## src/rtl/acc_seq_pkg.sv

```systemverilog
// Shared constants for the accumulator command sequencer: widths, opcodes
// and the controller state encoding.
package acc_seq_pkg;

  localparam int WIDTH_DEF = 16;
  localparam int OPW_DEF   = 4;

  localparam logic [3:0] OP_NOP     = 4'd0;
  localparam logic [3:0] OP_LOAD    = 4'd1;
  localparam logic [3:0] OP_CLR     = 4'd2;
  localparam logic [3:0] OP_READ    = 4'd3;
  localparam logic [3:0] OP_ALU_MIN = 4'd4;

  localparam logic [1:0] IDLE = 2'd0;
  localparam logic [1:0] EXEC = 2'd1;
  localparam logic [1:0] WB   = 2'd2;
  localparam logic [1:0] RESP = 2'd3;

endpackage

```

## src/rtl/acc_sequencer.sv

```systemverilog
// Single-outstanding command sequencer driving the parent's ALU and the
// enable-less accumulator register, with a valid/ready response channel.
module acc_sequencer
  import acc_seq_pkg::*;
#(
  parameter int WIDTH   = WIDTH_DEF,
  parameter int OPW     = OPW_DEF,
  parameter int ALU_LAT = 1
) (
  input  logic             clk,
  input  logic             rst_n,
  input  logic             cmd_valid,
  output logic             cmd_ready,
  input  logic [OPW-1:0]   cmd_op,
  input  logic [WIDTH-1:0] cmd_data,
  input  logic [WIDTH-1:0] acc_q,
  output logic [WIDTH-1:0] acc_d,
  output logic             acc_we,
  output logic [WIDTH-1:0] alu_a,
  output logic [WIDTH-1:0] alu_b,
  output logic [OPW-1:0]   alu_op,
  input  logic [WIDTH-1:0] alu_result,
  output logic             rsp_valid,
  input  logic             rsp_ready,
  output logic [WIDTH-1:0] rsp_data,
  output logic             busy
);

  localparam int CNTW = 2;

  logic [1:0]       state;
  logic [OPW-1:0]   op_q;
  logic [WIDTH-1:0] data_q;
  logic [CNTW-1:0]  cnt;

  logic cmd_resp_only;
  logic cmd_direct_wb;
  logic op_is_load;
  logic op_is_clr;

  assign cmd_resp_only = (cmd_op == OPW'(OP_NOP)) || (cmd_op == OPW'(OP_READ));
  assign cmd_direct_wb = (cmd_op == OPW'(OP_LOAD)) || (cmd_op == OPW'(OP_CLR));
  assign op_is_load    = (op_q == OPW'(OP_LOAD));
  assign op_is_clr     = (op_q == OPW'(OP_CLR));

  always_ff @(posedge clk or negedge rst_n) begin
    if (!rst_n) begin
      state  <= IDLE;
      op_q   <= '0;
      data_q <= '0;
      cnt    <= '0;
    end else begin
      case (state)
        IDLE: begin
          if (cmd_valid) begin
            op_q   <= cmd_op;
            data_q <= cmd_data;
            if (cmd_resp_only) begin
              state <= RESP;
            end else if (cmd_direct_wb) begin
              state <= WB;
            end else begin
              state <= EXEC;
              cnt   <= CNTW'(ALU_LAT - 1);
            end
          end
        end
        // cnt counts the remaining ALU latency cycles; WB samples alu_result.
        EXEC: begin
          if (cnt == '0) begin
            state <= WB;
          end else begin
            cnt <= cnt - CNTW'(1);
          end
        end
        WB: begin
          state <= RESP;
        end
        RESP: begin
          if (rsp_ready) begin
            state <= IDLE;
          end
        end
        default: begin
          state <= IDLE;
        end
      endcase
    end
  end

  // The register has no enable, so every non-WB cycle feeds its own value back.
  always_comb begin
    acc_we = 1'b0;
    acc_d  = acc_q;
    if (state == WB) begin
      acc_we = 1'b1;
      if (op_is_load) begin
        acc_d = data_q;
      end else if (op_is_clr) begin
        acc_d = '0;
      end else begin
        acc_d = alu_result;
      end
    end
  end

  // ALU inputs come from held registers in every state, keeping them quiet.
  assign alu_a     = acc_q;
  assign alu_b     = data_q;
  assign alu_op    = op_q;

  assign cmd_ready = rst_n && (state == IDLE);
  assign rsp_valid = (state == RESP);
  assign rsp_data  = acc_q;
  assign busy      = (state != IDLE);

endmodule

```

## config.mk

```make
export PLATFORM = sky130hd
export DESIGN_NAME = acc_sequencer
export DESIGN_NICKNAME = d
export VERILOG_FILES = /design/src/rtl/acc_seq_pkg.sv /design/src/rtl/acc_sequencer.sv
export SDC_FILE = /design/constraint.sdc
export NUM_CORES = 1
export LEC_CHECK = 0
export ABC_AREA = 1
export CAP_MARGIN = 20
export CORE_MARGIN = 10
export CORE_UTILIZATION = 38
export CTS_BUF_LIST = sky130_fd_sc_hd__clkbuf_4
export DETAILED_ROUTE_END_ITERATION = 6
export GPL_TIMING_DRIVEN = 0
export PLACE_DENSITY = 0.9
export SLEW_MARGIN = 20
export SYNTH_ARGS = -nofsm -noshare
export SYNTH_HDL_FRONTEND = slang
export SYNTH_SLANG_ARGS = --single-unit
```

## constraint.sdc

```tcl
create_clock -name clk -period 1.9 [get_ports clk]
set_clock_uncertainty 0.15 [all_clocks]
set_input_delay 0.38 -clock clk [delete_from_list [all_inputs] [get_ports clk]]
set_output_delay 0.38 -clock clk [all_outputs]
set_load 0.05 [all_outputs]
```

# Yosys cells after proc, flatten, opt, wreduce, memory -nomap -nowiden
# Cells that the tools add are included.
# word_totals
reg_bits	24
in_bits	56
word_cells	45
# classes
n_addsub	1
n_eq_ne	14
n_mux	15
n_reduce_logical	11
# op_table
cell	n
two-way mux 16 bit	3
two-way mux 2 bit	9
equality test 4 x 2 -> 1 bit, second input constant	3
!= test 2 bit, second input constant	5
equality test 4 x 1 -> 1 bit, second input constant	2
case mux 2 bit (4 select lines)	1
AND reduction 5 bit	1
equality test 2 bit, second input constant	2
zero test 2 bit	2
zero test 4 bit	1
case mux 2 bit (2 select lines)	1
nonzero test 2 bit	2
AND reduction 3 bit	1
equality test 2 x 1 -> 1 bit, second input constant	1
logical OR 1 bit	2
!= test 2 x 1 -> 1 bit, second input constant	1
AND reduction 2 bit	1
subtractor 2 x 1 -> 2 bit, second input constant	1
logical AND 1 bit	1
two-way mux 1 bit	1

# Depth between registers and ports, before layout
# Gate-level depths: netlist of the first run.
# depth
word_depth	6
ltp_mapped	8
ltp_nobuf	8

# Worst setup path before layout of the first run
# No wires, ideal clock.
# synth_path
path_kind	flip-flop to output port
start	register state[0]
end	output port acc_d[0]
arrival_time_ns	1.850
required_ns	1.370
path_slack_ns	-0.480
stages_incl_launch_ff	9
path_buffers	2
path_cell_list	dfrtp_1 -> inv_1 -> ha_1 -> buf_2 -> buf_4 -> nand2_1 -> inv_1 -> nand2_1 -> nand2_1
# synth_via
elab_chain_len	2
# synth_lines
item	line	rtl
from (decl)	acc_sequencer.sv:31	logic [1:0] state;
from (signal assigned)	acc_sequencer.sv:48	state <= IDLE;
from (signal assigned)	acc_sequencer.sv:59	state <= RESP;
from (signal assigned)	acc_sequencer.sv:61	state <= WB;
equality test 2 bit	acc_sequencer.sv:95	if (state == WB) begin
two-way mux 16 bit	acc_sequencer.sv:95	
to (decl)	acc_sequencer.sv:17	output logic [WIDTH-1:0] acc_d,
# Every way passes these cells.

# Final worst setup path of the first run
# layout_path
start	register state[0]
end	output port acc_d[15]
# The elaborated chain is that of the path after synthesis.

==> reports/results.txt, run 1 <==
Initial Utilization: 39.1%
R2r worst-path depth: 7
Worst slew pin tran: 0.542 ns
P_leak: 0.00198 uW
Max-slew headroom: 64.0%
CP max stage delay: 0.42 ns
Core Area: 5110 um^2
Critical-path maximum fanout: 8
# setup viols final: 18
Root buffer cell: clkbuf_4
Final period util: 121%
Clk pwr share: 3.8%
Fin worst setup slack: -0.401 ns
DR iter-0 viols: 106
Cells after Synth: 306
CTS H-Tree Depth: 1
DRC: 0
Initial antenna violation count: 0
Crit path required time: 1.37 ns
Vias per cell: 4.57
Clock Pin Slew Worst Setup and Hold Paths: 0.14 ns
Endpoint class of the critical path: output port
Minimum hold slack: 0.356 ns
CP Cell Sequence: inv_2 > ha_4 > buf_8 > clkinvlp_4 > buf_4 > nand2_2 > nand2_2 > buf_8
Failing checks: negative setup slack
Skew-Pair Late Insertion Delay: 0.31 ns
Worst reg-to-reg setup slack: 0.20 ns
Die Y: 92.5 um
Critical-path top delay cell: dfrtp_1
Min-Delay Endpoint: cnt[1]
HPWL Detailed: 6.12 mm
RSZ-0062 raised after global routing: yes
#FFs+latches synth: 24
Final #Nets: 513
Fin. Hold Viols: 0
Max IR drop VDD: 0.00106 V
Die W: 92.5 um
First-pass GRT wire length: 11.9 mm
HP Start: cnt[1]
Reg2reg start: state[1]
Internal power: 2550 uW
Comb power frac: 81.3%
CTS Sinks: 24
Post-Syn Area: 2000 um^2
Max Transition Viols Final: 0
Vias: 2374
Critical path type: reg -> out
Inserted Clock Buffers: 3
Power Density: 1690 nW/um^2
Remaining global-route overflow: 0
Fmax achieved: 435 MHz
Sequential fraction of the synthesis area: 30.1%
Antenna cell count: 0
WHS Path Cells: 2
Drt total wl: 7.70 mm
CP arrival: 1.77 ns
Placed cells: 503
Die area: 8560 um^2
Post-route insts no fill: 520
TritonCTS clock tree: built
Hold WC Path Type: reg -> reg
Synth cell types: 20
Vias in the first global route: 2406
Post-Syn Nets: 368
Max-cap viol count: 0
Share of layout cells above drive strength 1: 34.4%
Num rows: 26
Gr usage total: 16.9%
Initial DRT Pass Iterations: 4
IO buf count: 127
Buffer levels on the longest clock path: 2
Pre-CTS WS: -0.842 ns
Sequential Power Share: 14.9%
Area added between synthesis and finish: 79.8%
Pin count of the biggest net entering global routing: 25
Pwr Total: 6080 uW
Final ANT Viol Nets: 0
Switch Pwr: 3530 uW
Sw frac: 58.1%
Wire per inst: 14.8 um
Fin crit period: 2.30 ns
Setup TNS: -5.96 ns
Status: finished, violations left
Avg Inst Size Synth: 6.53 um^2
IO Count: 128
CP startpoint kind: flip-flop
GPL Wtd Cong: 0.823
Yosys warning count: 0
R2R Path End: alu_b[6]
[sequential cells by signal (all words and copies together), names as in the netlist]
register  flops
alu_b        16
alu_op        4
cnt           2
state         2
[cell families after synthesis]
logic type	share of synthesized area (%)
AO/OA/AOI/OAI	5.39
adder cells (fa/ha/maj)	3.76
buffers and inverters	25.1
flip-flops	30.1
multiplexers	1.13
AND/OR/NAND/NOR	34.6
[placed cells by master, fill, tap and decap left out, drive strengths merged]
master	Yosys	final
clkdlybuf4s50	0	54
o21a	1	1
clkdlybuf4s18	0	4
dfrtp	24	24
a21oi	16	16
clkinv	0	1
clkdlybuf4s15	0	2
dlygate4sd3	0	1
mux2	2	2
dlygate4sd2	0	20
nor2	24	24
clkinvlp	0	1
o21ai	4	4
ha	6	6
inv	48	47
buf	42	101
clkbuf	1	4
nand4	3	3
nand3	18	18
nand2	117	117
[how the worst max path moves through the flow]
stage              from         to  slack [ns]
3_3_place_gp      rst_n  cmd_ready       -1.30
4_1_cts        state[0]  acc_d[12]       -0.37
6_report       state[0]  acc_d[15]       -0.40
2_1_floorplan  state[0]   acc_d[0]      -0.002
5_1_grt        state[0]  acc_d[15]       -0.49
3_5_place_dp   state[0]  acc_d[12]       -0.84
[power groups by stage]
stage | Combinational, uW | Clock (uW) | Sequential, uW
floorplan | 2440 | 0 | 1610
global placement | 4440 | 0 | 918
global route | 5250 | 268 | 935
CTS | 4840 | 239 | 905
detailed placement | 4510 | 0 | 934
finish | 4940 | 230 | 908
[critical path: cells and delay by family, from the launching register on]
kind / cells / cell delay (ns)
adders and majority gates: 1 / 0.16
buffers and inverters: 5 / 0.74
DFF: 1 / 0.42
and+or+nand+nor: 2 / 0.13
[what timing repair did]
item                       4_1_cts  5_1_grt
hold endpoints to repair        24        0
setup buffers                    8        4
hold buffers                     2        0
setup endpoints to repair       72       29
gates cloned                     1        0
gates resized for setup        325       24
pin swaps                        5        4
[Yosys cell counts]
library cell	instances	area, um^2
buf_6	4	45.0
inv_1	47	176
nand3_1	14	70.1
buf_4	33	248
o21a_1	1	7.51
nor2_1	21	78.8
mux2_2	2	22.5
nor2_2	1	6.26
nand2_1	115	432
nand3_2	4	40.0
a21oi_1	16	80.1
nor2_4	2	22.5
nand2_4	2	22.5
buf_2	5	25.0
dfrtp_1	24	601
o21ai_0	4	20.0
ha_1	6	75.1
inv_2	1	3.75
clkbuf_1	1	3.75
nand4_1	3	18.8
[layout make-up]
| type | instances | area, um^2 |
|---|---|---|
| timing repair buffer | 140 | 1290 |
| clock buffer | 3 | 22.5 |
| multi-input combinational | 191 | 1060 |
| buffer | 43 | 338 |
| clock inverter | 1 | 3.75 |
| fill | 405 | 1510 |
| inverter | 48 | 186 |
| tap | 70 | 87.6 |
| sequential | 24 | 606 |
[metrics by stage]
step	util (%)	instance area (um^2)
2_1_floorplan	-	2100
3_3_place_gp	67.7	3460
3_5_place_dp	67.6	3450
4_1_cts	69.9	3570
5_1_grt	70.4	3590
6_report	70.4	3590
[layer usage]
layer	share of wire, %	vias up	global-route usage (%)
met2	53	90	32.9
met4	0.74	0	3.73
met1	37	1105	17.8
met5	0	-	0
li1	-	1175	-
met3	8.3	4	3.71
No activity file was read; power rests on OpenSTA's default activity.
==> run 2: changes to the inputs <==
Settings changed: GPL_ROUTABILITY_DRIVEN set to 0.
==> results of run 2 <==
The final DEF is identical to that of run 1; final timing and power are the same.
==> RTL edit (flow settings as in run 2) <==
`CNTW`: 2 -> 4.
--- a/src/rtl/acc_sequencer.sv
+++ b/src/rtl/acc_sequencer.sv
@@ -27,5 +27,5 @@
 );
 
-  localparam int CNTW = 2;
+  localparam int CNTW = 4;
 
   logic [1:0]       state;
Formal check against the unedited RTL: no difference found for any inputs over 10 cycles, from zero or initial values and one cycle with rst_n low; that may be too few to reach the edited logic, so the function may still have changed.
==> RTL edit against run 2 <==
- the run still ends with setup timing left
- total power increased by 9.5%
- synthesized cell count decreased by 1.6%
- global-route usage decreased by 0.90 points
- sequential cell count increased by 2
- synthesized area increased by 10%
- worst setup slack improved by 0.10 ns
- sequential power increased by 19%
- cell area increased by 10%
- wire length increased by 4.4%
- count of clock-buffer cells in the layout increased by 1
- highest routed layer unchanged
==> RTL edit: results (changes against run 2) <==
- Worst skew pair latency: 0.31 ns (about the same)
- Status: complete, but fails checks (unchanged)
- Max stage delay cell, worst path: dfrtp_2 (was dfrtp_1)
- # setup viols final: 16 (was 18)
- Num CTS Buffers: 3 (unchanged)
- Share of cells above drive strength 1: 0.4563 (was 0.3444)
- First-pass GRT wire length: 11870 um (was 11930 um)
- Post-Place Worst Slack: -0.8121 ns (was -0.8423 ns)
- Total GRT Usage: 0.1597 (was 0.1687)
- Routed WL: 8042 um (was 7703 um)
- Count of cell types in the netlist: 25 (was 20)
- Ranking of synthesized cells by area: dfrtp_1, nand2_1, buf_4 (unchanged)
- Clock slew at reported path FFs: 0.14 ns (about the same)
- CP max stage delay: 0.47 ns (was 0.42 ns)
- Critical path fanouts, max: 6 (was 8)
- Nets: 522 (was 513)
- Post-Syn Nets: 364 (was 368)
- Failing checks: setup timing (unchanged)
- Most frequent cells after synthesis: nand2_1, buf_4, dfrtp_1 (was nand2_1, inv_1, buf_4)
- Tightest Pin Transition: 0.5418 ns (was 0.5422 ns)
- LEAKAGE: 2.135 nW (was 1.978 nW)
- Share of the synthesized area in the top cell type: 0.2958 (was 0.3006)
- Total number of vias: 2407 (was 2374)
- Kind of cell adding the most delay to the critical path: simple AND/OR/NAND/NOR gates (was buffers and inverters)
- Largest net degree at the start of global routing: 27 (was 25)
- CTS root buf: clkbuf_4 (unchanged)
- DRT iter0 DRCs: 74 (was 106)
- Seq/Total Area, Yosys: 0.2958 (was 0.3006)
- Peak VDD IR: 1047 uV (was 1065 uV)
- Post-DP HPWL: 6220 um (was 6124 um)
- Post-route setup slack: -0.3000 ns (was -0.4011 ns)
- Post-DP Area: 0.003661 mm2 (was 0.003452 mm2)
## RTL edit: metal layers
metal / GRT usage / wire, um / up-vias
met5: 0 / 0 / -
li1: - / - / 1205
met3: 0.02646 / 525 / 6
met4: 0.02457 / 46 / 0
met1: 0.1664 / 2980 / 1124
met2: 0.3251 / 4489 / 72
## RTL edit: worst paths after layout
path / start / endpoint / slack (ns) / depth (start not counted)
min in group asynchronous: rst_n / alu_b[9] / 0.48 / 3
hold reg to reg: cnt[0] / cnt[0] / 0.37 / 2
setup reg to reg: state[0] / cnt[3] / 0.21 / 9
max in group asynchronous: rst_n / cnt[1] / 0.96 / 3
hold / removal: cnt[0] / cnt[0] / 0.37 / 2
setup / recovery: alu_op[3] / acc_d[11] / -0.30 / 8
## RTL edit: area by class of cell
| cell class | count | area (um2) |
|---|---|---|
| inverters | 34 | 140.1 |
| fillers | 414 | 1614 |
| repair buffers | 152 | 1390 |
| clock buffers | 4 | 30.03 |
| flip-flops and latches | 26 | 656.9 |
| well taps | 72 | 90.09 |
| plain buffers | 41 | 359.1 |
| multi-input cells | 201 | 1294 |
## RTL edit: what timing repair did
action / CTS / global route
resized for setup: 331 / 66
pin swaps: 17 / 16
setup endpoints to repair: 72 / 35
hold endpoints to repair: 26 / 0
setup buffers: 13 / 10
hold buffers: 2 / 0
cloned: 3 / 0
## RTL edit: stage by stage
| step | TNS (ns) | std cells |
|---|---|---|
| finish | -4.460 | 530 |
| global route | -5.860 | 530 |
| CTS | -4.642 | 522 |
| detailed placement | -25.68 | 500 |
| global placement | -28.14 | 500 |
| floorplan | 0 | 301 |
## RTL edit: worst min-delay path, cell delays in order, from the launching register on
cell and delay (ns):
dfrtp_1 0.38, nand2_1 0.06, nand2_1 0.05
## RTL edit: report_power, final
group	switching, mW	total [mW]	leakage, nW	internal [mW]
registers	0.250	1.08	0.309	0.832
logic	3.20	5.32	1.81	2.12
clock network	0.160	0.256	0.0184	0.0962
total	3.61	6.66	2.13	3.05
## RTL edit: logic make-up after synthesis
group,Yosys count,share of synthesized area
compound gates,8,0.01820
fa+ha+maj,7,0.03982
mux,16,0.1024
simple gates,168,0.3379
flops,26,0.2958
buf+inv,75,0.2019
xor+xnor,1,0.003983
